$ cat src/rtl/trace_p2b_pkg.sv
// Shared constants, FSM encoding and helpers for the trace packet-to-byte serialiser.
package trace_p2b_pkg;

    localparam logic [7:0] SOP_CHAR  = 8'h7A;
    localparam logic [7:0] EOP_CHAR  = 8'h7B;
    localparam logic [7:0] CHAN_CHAR = 8'h7C;
    localparam logic [7:0] ESC_CHAR  = 8'h7D;
    localparam logic [7:0] ESC_XOR   = 8'h20;

    typedef enum logic [2:0] {
        IDLE     = 3'd0,
        CHAN     = 3'd1,
        CHAN_B   = 3'd2,
        SOP      = 3'd3,
        EOP      = 3'd4,
        DATA_ESC = 3'd5,
        DATA     = 3'd6
    } p2b_state_t;

    // True when a byte collides with one of the in-band control characters.
    function automatic logic is_ctrl_char(input logic [7:0] b);
        return (b >= SOP_CHAR) && (b <= ESC_CHAR);
    endfunction

    // First state after the channel marker has been dealt with.
    function automatic p2b_state_t after_chan(input logic sop, input logic eop, input logic data_esc);
        if (sop) begin
            return SOP;
        end else if (eop) begin
            return EOP;
        end else if (data_esc) begin
            return DATA_ESC;
        end
        return DATA;
    endfunction

endpackage

$ cat src/rtl/trace_p2b_escape.sv
// Escape classifier: flags control-character collisions and produces the XORed substitute byte.
module trace_p2b_escape
    import trace_p2b_pkg::*;
(
    input  logic [7:0] in_byte,
    output logic       need_esc,
    output logic [7:0] esc_byte
);

    assign need_esc = is_ctrl_char(in_byte);
    assign esc_byte = in_byte ^ ESC_XOR;

endmodule

$ cat src/rtl/trace_packets_to_bytes.sv
// Serialises an Avalon-ST packet stream into an escaped byte stream with in-band SOP/EOP/CHAN markers.
// Build option: TRACE_P2B_CHAN_ALWAYS_EN forces a channel marker on every sop beat.
module trace_packets_to_bytes
    import trace_p2b_pkg::*;
#(
    parameter int unsigned CHANNEL_W = 2
) (
    input  logic                 clk,
    input  logic                 reset,
    input  logic                 in_valid,
    output logic                 in_ready,
    input  logic [7:0]           in_data,
    input  logic [CHANNEL_W-1:0] in_channel,
    input  logic                 in_startofpacket,
    input  logic                 in_endofpacket,
    output logic                 out_valid,
    input  logic                 out_ready,
    output logic [7:0]           out_data
);

    p2b_state_t           state_q, state_d;
    logic                 hold_vld_q, hold_vld_d;
    logic [7:0]           hold_data_q, hold_data_d;
    logic [CHANNEL_W-1:0] hold_chan_q, hold_chan_d;
    logic                 hold_sop_q, hold_sop_d;
    logic                 hold_eop_q, hold_eop_d;
    logic                 chan_esc_done_q, chan_esc_done_d;
    logic [CHANNEL_W-1:0] last_chan_q, last_chan_d;
    logic                 last_chan_vld_q, last_chan_vld_d;

    logic       data_need_esc, chan_need_esc;
    logic [7:0] data_esc_byte, chan_esc_byte, chan_byte;
    logic       fire, load, need_chan_in;
    p2b_state_t first_st;

    assign chan_byte = 8'(hold_chan_q);

    trace_p2b_escape u_data_esc (
        .in_byte  (hold_data_q),
        .need_esc (data_need_esc),
        .esc_byte (data_esc_byte)
    );

    trace_p2b_escape u_chan_esc (
        .in_byte  (chan_byte),
        .need_esc (chan_need_esc),
        .esc_byte (chan_esc_byte)
    );

    // Next-state, holding-register and output decode.
    always_comb begin
        state_d         = state_q;
        hold_vld_d      = hold_vld_q;
        hold_data_d     = hold_data_q;
        hold_chan_d     = hold_chan_q;
        hold_sop_d      = hold_sop_q;
        hold_eop_d      = hold_eop_q;
        chan_esc_done_d = chan_esc_done_q;
        last_chan_d     = last_chan_q;
        last_chan_vld_d = last_chan_vld_q;
        out_data        = 8'h00;

        in_ready  = !reset && (!hold_vld_q || ((state_q == DATA) && out_ready));
        out_valid = hold_vld_q;
        fire      = hold_vld_q && out_ready;
        load      = in_valid && in_ready;

`ifdef TRACE_P2B_CHAN_ALWAYS_EN
        need_chan_in = (in_channel != last_chan_q) || !last_chan_vld_q || in_startofpacket;
`else
        need_chan_in = (in_channel != last_chan_q) || !last_chan_vld_q;
`endif
        first_st = need_chan_in ? CHAN
                                : after_chan(in_startofpacket, in_endofpacket, is_ctrl_char(in_data));

        case (state_q)
            IDLE: begin
                out_data = 8'h00;
            end
            CHAN: begin
                out_data = CHAN_CHAR;
                if (fire) begin
                    state_d         = CHAN_B;
                    chan_esc_done_d = 1'b0;
                end
            end
            CHAN_B: begin
                // Two-byte escape sequence for a colliding channel byte stays in this state.
                if (chan_need_esc && !chan_esc_done_q) begin
                    out_data = ESC_CHAR;
                    if (fire) begin
                        chan_esc_done_d = 1'b1;
                    end
                end else begin
                    out_data = chan_need_esc ? chan_esc_byte : chan_byte;
                    if (fire) begin
                        state_d         = after_chan(hold_sop_q, hold_eop_q, data_need_esc);
                        last_chan_d     = hold_chan_q;
                        last_chan_vld_d = 1'b1;
                        chan_esc_done_d = 1'b0;
                    end
                end
            end
            SOP: begin
                out_data = SOP_CHAR;
                if (fire) begin
                    state_d = after_chan(1'b0, hold_eop_q, data_need_esc);
                end
            end
            EOP: begin
                out_data = EOP_CHAR;
                if (fire) begin
                    state_d = after_chan(1'b0, 1'b0, data_need_esc);
                end
            end
            DATA_ESC: begin
                out_data = ESC_CHAR;
                if (fire) begin
                    state_d = DATA;
                end
            end
            DATA: begin
                out_data = data_need_esc ? data_esc_byte : hold_data_q;
                if (fire) begin
                    state_d    = IDLE;
                    hold_vld_d = 1'b0;
                end
            end
            default: begin
                state_d    = IDLE;
                hold_vld_d = 1'b0;
            end
        endcase

        if (load) begin
            hold_vld_d      = 1'b1;
            hold_data_d     = in_data;
            hold_chan_d     = in_channel;
            hold_sop_d      = in_startofpacket;
            hold_eop_d      = in_endofpacket;
            chan_esc_done_d = 1'b0;
            state_d         = first_st;
        end
    end

    always_ff @(posedge clk) begin
        if (reset) begin
            state_q         <= IDLE;
            hold_vld_q      <= 1'b0;
            hold_data_q     <= 8'h00;
            hold_chan_q     <= '0;
            hold_sop_q      <= 1'b0;
            hold_eop_q      <= 1'b0;
            chan_esc_done_q <= 1'b0;
            last_chan_q     <= '0;
            last_chan_vld_q <= 1'b0;
        end else begin
            state_q         <= state_d;
            hold_vld_q      <= hold_vld_d;
            hold_data_q     <= hold_data_d;
            hold_chan_q     <= hold_chan_d;
            hold_sop_q      <= hold_sop_d;
            hold_eop_q      <= hold_eop_d;
            chan_esc_done_q <= chan_esc_done_d;
            last_chan_q     <= last_chan_d;
            last_chan_vld_q <= last_chan_vld_d;
        end
    end

endmodule
$ cat config.mk
export PLATFORM = sky130hd
export DESIGN_NAME = trace_packets_to_bytes
export DESIGN_NICKNAME = d
export VERILOG_FILES = /design/src/rtl/trace_p2b_pkg.sv /design/src/rtl/trace_p2b_escape.sv /design/src/rtl/trace_packets_to_bytes.sv
export SDC_FILE = /design/constraint.sdc
export NUM_CORES = 1
export LEC_CHECK = 0
export CAP_MARGIN = 25
export CORE_UTILIZATION = 40
export CTS_BUF_LIST = sky130_fd_sc_hd__clkbuf_2 sky130_fd_sc_hd__clkbuf_4 sky130_fd_sc_hd__clkbuf_8
export CTS_CLUSTER_DIAMETER = 80
export DETAILED_ROUTE_END_ITERATION = 12
export PLACE_DENSITY = 0.7
export SLEW_MARGIN = 0
export SYNTH_ARGS = -nofsm -noshare
export SYNTH_HDL_FRONTEND = slang
export SYNTH_SLANG_ARGS = --single-unit
$ cat constraint.sdc
create_clock -name clk -period 1.6 [get_ports clk]
set_clock_uncertainty 0.2 [all_clocks]
set_input_delay 0.48 -clock clk [delete_from_list [all_inputs] [get_ports clk]]
set_output_delay 0.48 -clock clk [all_outputs]
set_load 0.03 [all_outputs]
==> results of run 1 <==
-- final cells by class --
cell class / count / area (sq um) / share of cell area
multi-input cells: 110 / 901 / 0.448
repair buffers: 61 / 612 / 0.304
flip-flops and latches: 19 / 400 / 0.199
well taps: 31 / 38.8 / 0.0193
clock buffers: 4 / 30.0 / 0.0149
inverters: 7 / 28.8 / 0.0143
-- where the power goes --
part	total (W)	switching [W]	internal [W]
registers	0.000539	0.0000331	0.000505
clock network	0.000275	0.000160	0.000114
logic	0.000559	0.000272	0.000287
total	0.00137	0.000466	0.000907
-- worst paths after layout --
check | to | from | slack (ns) | cells past startpoint
max reg2reg | state_q[0]$_SDFFE_PP0P_ | state_q[0]$_SDFFE_PP0P_ | -0.24 | 8
max | out_data[5] | hold_data_q[5]$_SDFFE_PP0P_ | -0.50 | 5
min reg2reg | hold_eop_q$_SDFFE_PP0P_ | hold_eop_q$_SDFFE_PP0P_ | 0.29 | 2
min | hold_eop_q$_SDFFE_PP0P_ | hold_eop_q$_SDFFE_PP0P_ | 0.29 | 2
-- repair_timing --
item / CTS / global route
buffers inserted: 6 / 4
pin swaps: 22 / 17
endpoints found under the setup margin: 28 / 26
gates resized for setup: 63 / 28
cloned: 0 / 0
-- worst min-delay path, stage by stage, from the launching register on --
cell,delay [ns]
dfxtp_1,0.33
nand3b_1,0.08
nand2_1,0.04
-- per-layer routing --
layer | up-vias | wire length (microns)
li1 | 620 | -
met4 | 0 | 55
met1 | 578 | 1480
met3 | 6 | 103
met5 | - | 0
met2 | 25 | 1680
-- per-stage QoR --
| stage | utilization | hold slack (ns) | setup WS (ns) | area (sq um) | TNS (ns) |
|---|---|---|---|---|---|
| global route | 0.723 | 0.315 | -0.534 | 2010 | -6.22 |
| floorplan | - | 0.238 | -0.0599 | 1250 | -0.398 |
| finish | 0.723 | 0.286 | -0.500 | 2010 | -4.74 |
| CTS | 0.674 | 0.293 | -0.501 | 1870 | -4.24 |
| detailed placement | 0.593 | 0.271 | -0.595 | 1650 | -9.62 |
| global placement | 0.593 | 0.261 | -0.539 | 1650 | -9.30 |
-- registers in the layout (all words and copies together) (netlist names) --
register,flops
state_q,3
hold_data_q,8
out_valid,1
hold_eop_q,1
hold_chan_q,2
hold_sop_q,1
last_chan_vld_q,1
last_chan_q,2
-- Yosys cell counts, types with 4 or more instances --
master / count / share of area
dfxtp_1: 19 / 0.32
nand2b_1: 4 / 0.021
inv_1: 7 / 0.022
nand3b_1: 8 / 0.051
nor2_1: 12 / 0.038
nand2_1: 27 / 0.086
o31ai_1: 5 / 0.032
a21o_1: 5 / 0.032
buf_6: 4 / 0.038
o21ai_0: 9 / 0.038
a21oi_1: 5 / 0.021
xnor2_1: 4 / 0.030
-- cell families after synthesis --
logic type | Yosys count | synth area share
buffers and inverters | 18 | 0.0879
DFF | 19 | 0.322
AOI/OAI and AO/OA | 37 | 0.238
and+or+nand+nor | 67 | 0.305
muxes | 2 | 0.0169
xor gates and xnor gates | 4 | 0.0297
==> impl_metrics.py, run 1 <==
metrics = {
    "status": {
        "outcome": "complete, but fails checks",
        "violations": "setup timing",
    },
    "drt": {
        "drt_first_pass_iters": 4,
        "routedWlPerCell_microns": 14.3,
        "vias": 1229,
        "ant_nets": 0,
        "drtIter0Drc": 36,
        "wl_microns": 3320,
        "avgViaCountPerCell": 5.30,
        "drc": 0,
    },
    "floorplanning": {
        "die_h_microns": 56.3,
        "chipWidth_microns": 56.3,
        "core_area_sq_um": 2780,
        "rows": 19,
        "dieArea_sq_um": 3170,
        "start_util": 0.425,
        "pin_count": 26,
    },
    "power": {
        "total_power_w": 0.00137,
        "p_leak_nw": 0.892,
        "power_density_nw_per_um2": 683,
        "peakVddDrop_uv": 516,
    },
    "final_layout": {
        "mostFrequentLayoutCell": "buf_6",
        "nets": 218,
        "stdcell_count": 232,
        "syn_to_final_growth_pct": 70.2,
        "num-fill-cells": 211,
        "drive_gt1_frac": 0.522,
        "n_antenna_cell": 0,
        "final_cell_mix": "25 x buf_6, 18 x buf_4, 16 x nand2_1, 11 x dfxtp_1, 9 x nor2_1",
    },
    "placement": {
        "dp_cells": 220,
        "gp_routability_congestion": 0.812,
        "port-buffer-count": 25,
        "dp_hpwl_microns": 2370,
    },
    "timing": {
        "period_needed_ns": 2.10,
        "tightest_slew_ns": 0.270,
        "setup_slack_ns": -0.500,
        "drv_slew": 0,
        "rsz0062_at_grt": "true",
        "finalSetupViolations": 26,
        "slew_headroom": 0.820,
        "hold_violations": 0,
        "fmax_mhz": 476,
        "fin_crit_sh": 1.31,
    },
    "worst_setup_path": {
        "start_kind": "register",
        "cp.required_ns": 0.92,
        "critPathTopFamily": "flip-flops",
        "crit_slowest_cell": "dfxtp_2",
        "path_max_fanout": 2,
        "worstPathCellList": "nand4_1 -> nor3_2 -> o21ai_1 -> a21o_2 -> buf_6",
        "endpoint_kind": "primary output",
        "worstPathArrival_ns": 1.42,
        "crit_type": "reg -> out",
        "cp_num_buf_inv": 1,
        "cpPeakStageDelay_ns": 0.35,
    },
    "synth": {
        "yosysUniqueCellTypes": 36,
        "ys_dominant_reg_cell": "dfxtp_1",
        "yosys_warnings": 0,
        "ys_seq_elements": 19,
        "ys_seq_area_frac": 0.322,
        "ys_async_sr_fraction": 0,
        "avgSynthCellArea_sq_um": 8.03,
        "netlist_instances": 147,
        "syn_area_sq_um": 1180,
        "synth_edf_count": 0,
        "syn_nets": 163,
    },
    "clock_tree": {
        "cts_tree": "yes",
        "clock-root-buffer": "clkbuf_4",
        "cts_buffer_depth": 2,
        "numCtsBuffers": 3,
        "cts.sinks": 19,
        "clk_pin_slew_worst_paths_ns": 0.11,
        "hold_buffers": 0,
        "clk_latency_ns": 0.31,
        "h-tree-depth": 1,
    },
    "global_routing": {
        "gr-max-usage-layer": "met2",
        "grt_pass1_wl_microns": 5640,
        "met2_usage": 0.371,
        "grtUsageTotal": 0.223,
        "grt_pass1_vias": 1246,
        "grt.met1_usage": 0.285,
        "gr-total-overflow": 0,
        "grt_max_degree": 20,
        "met3_usage": 0.0392,
        "antenna_found_initial": 0,
    },
    "run": {
        "maxCapViolations": 0,
    },
    "worst_hold_path": {
        "hp-class": "reg -> reg",
    },
}
No activity file was read; power rests on OpenSTA's default activity.
==> inputs of run 2 (changes only) <==
--- a/config.mk
+++ b/config.mk
@@ -15,3 +15,4 @@
 export SYNTH_ARGS = -nofsm -noshare
 export SYNTH_HDL_FRONTEND = slang
 export SYNTH_SLANG_ARGS = --single-unit
+export TNS_END_PERCENT = 100
==> results of run 2 <==
The final DEF is identical to that of run 1; final timing and power are the same.
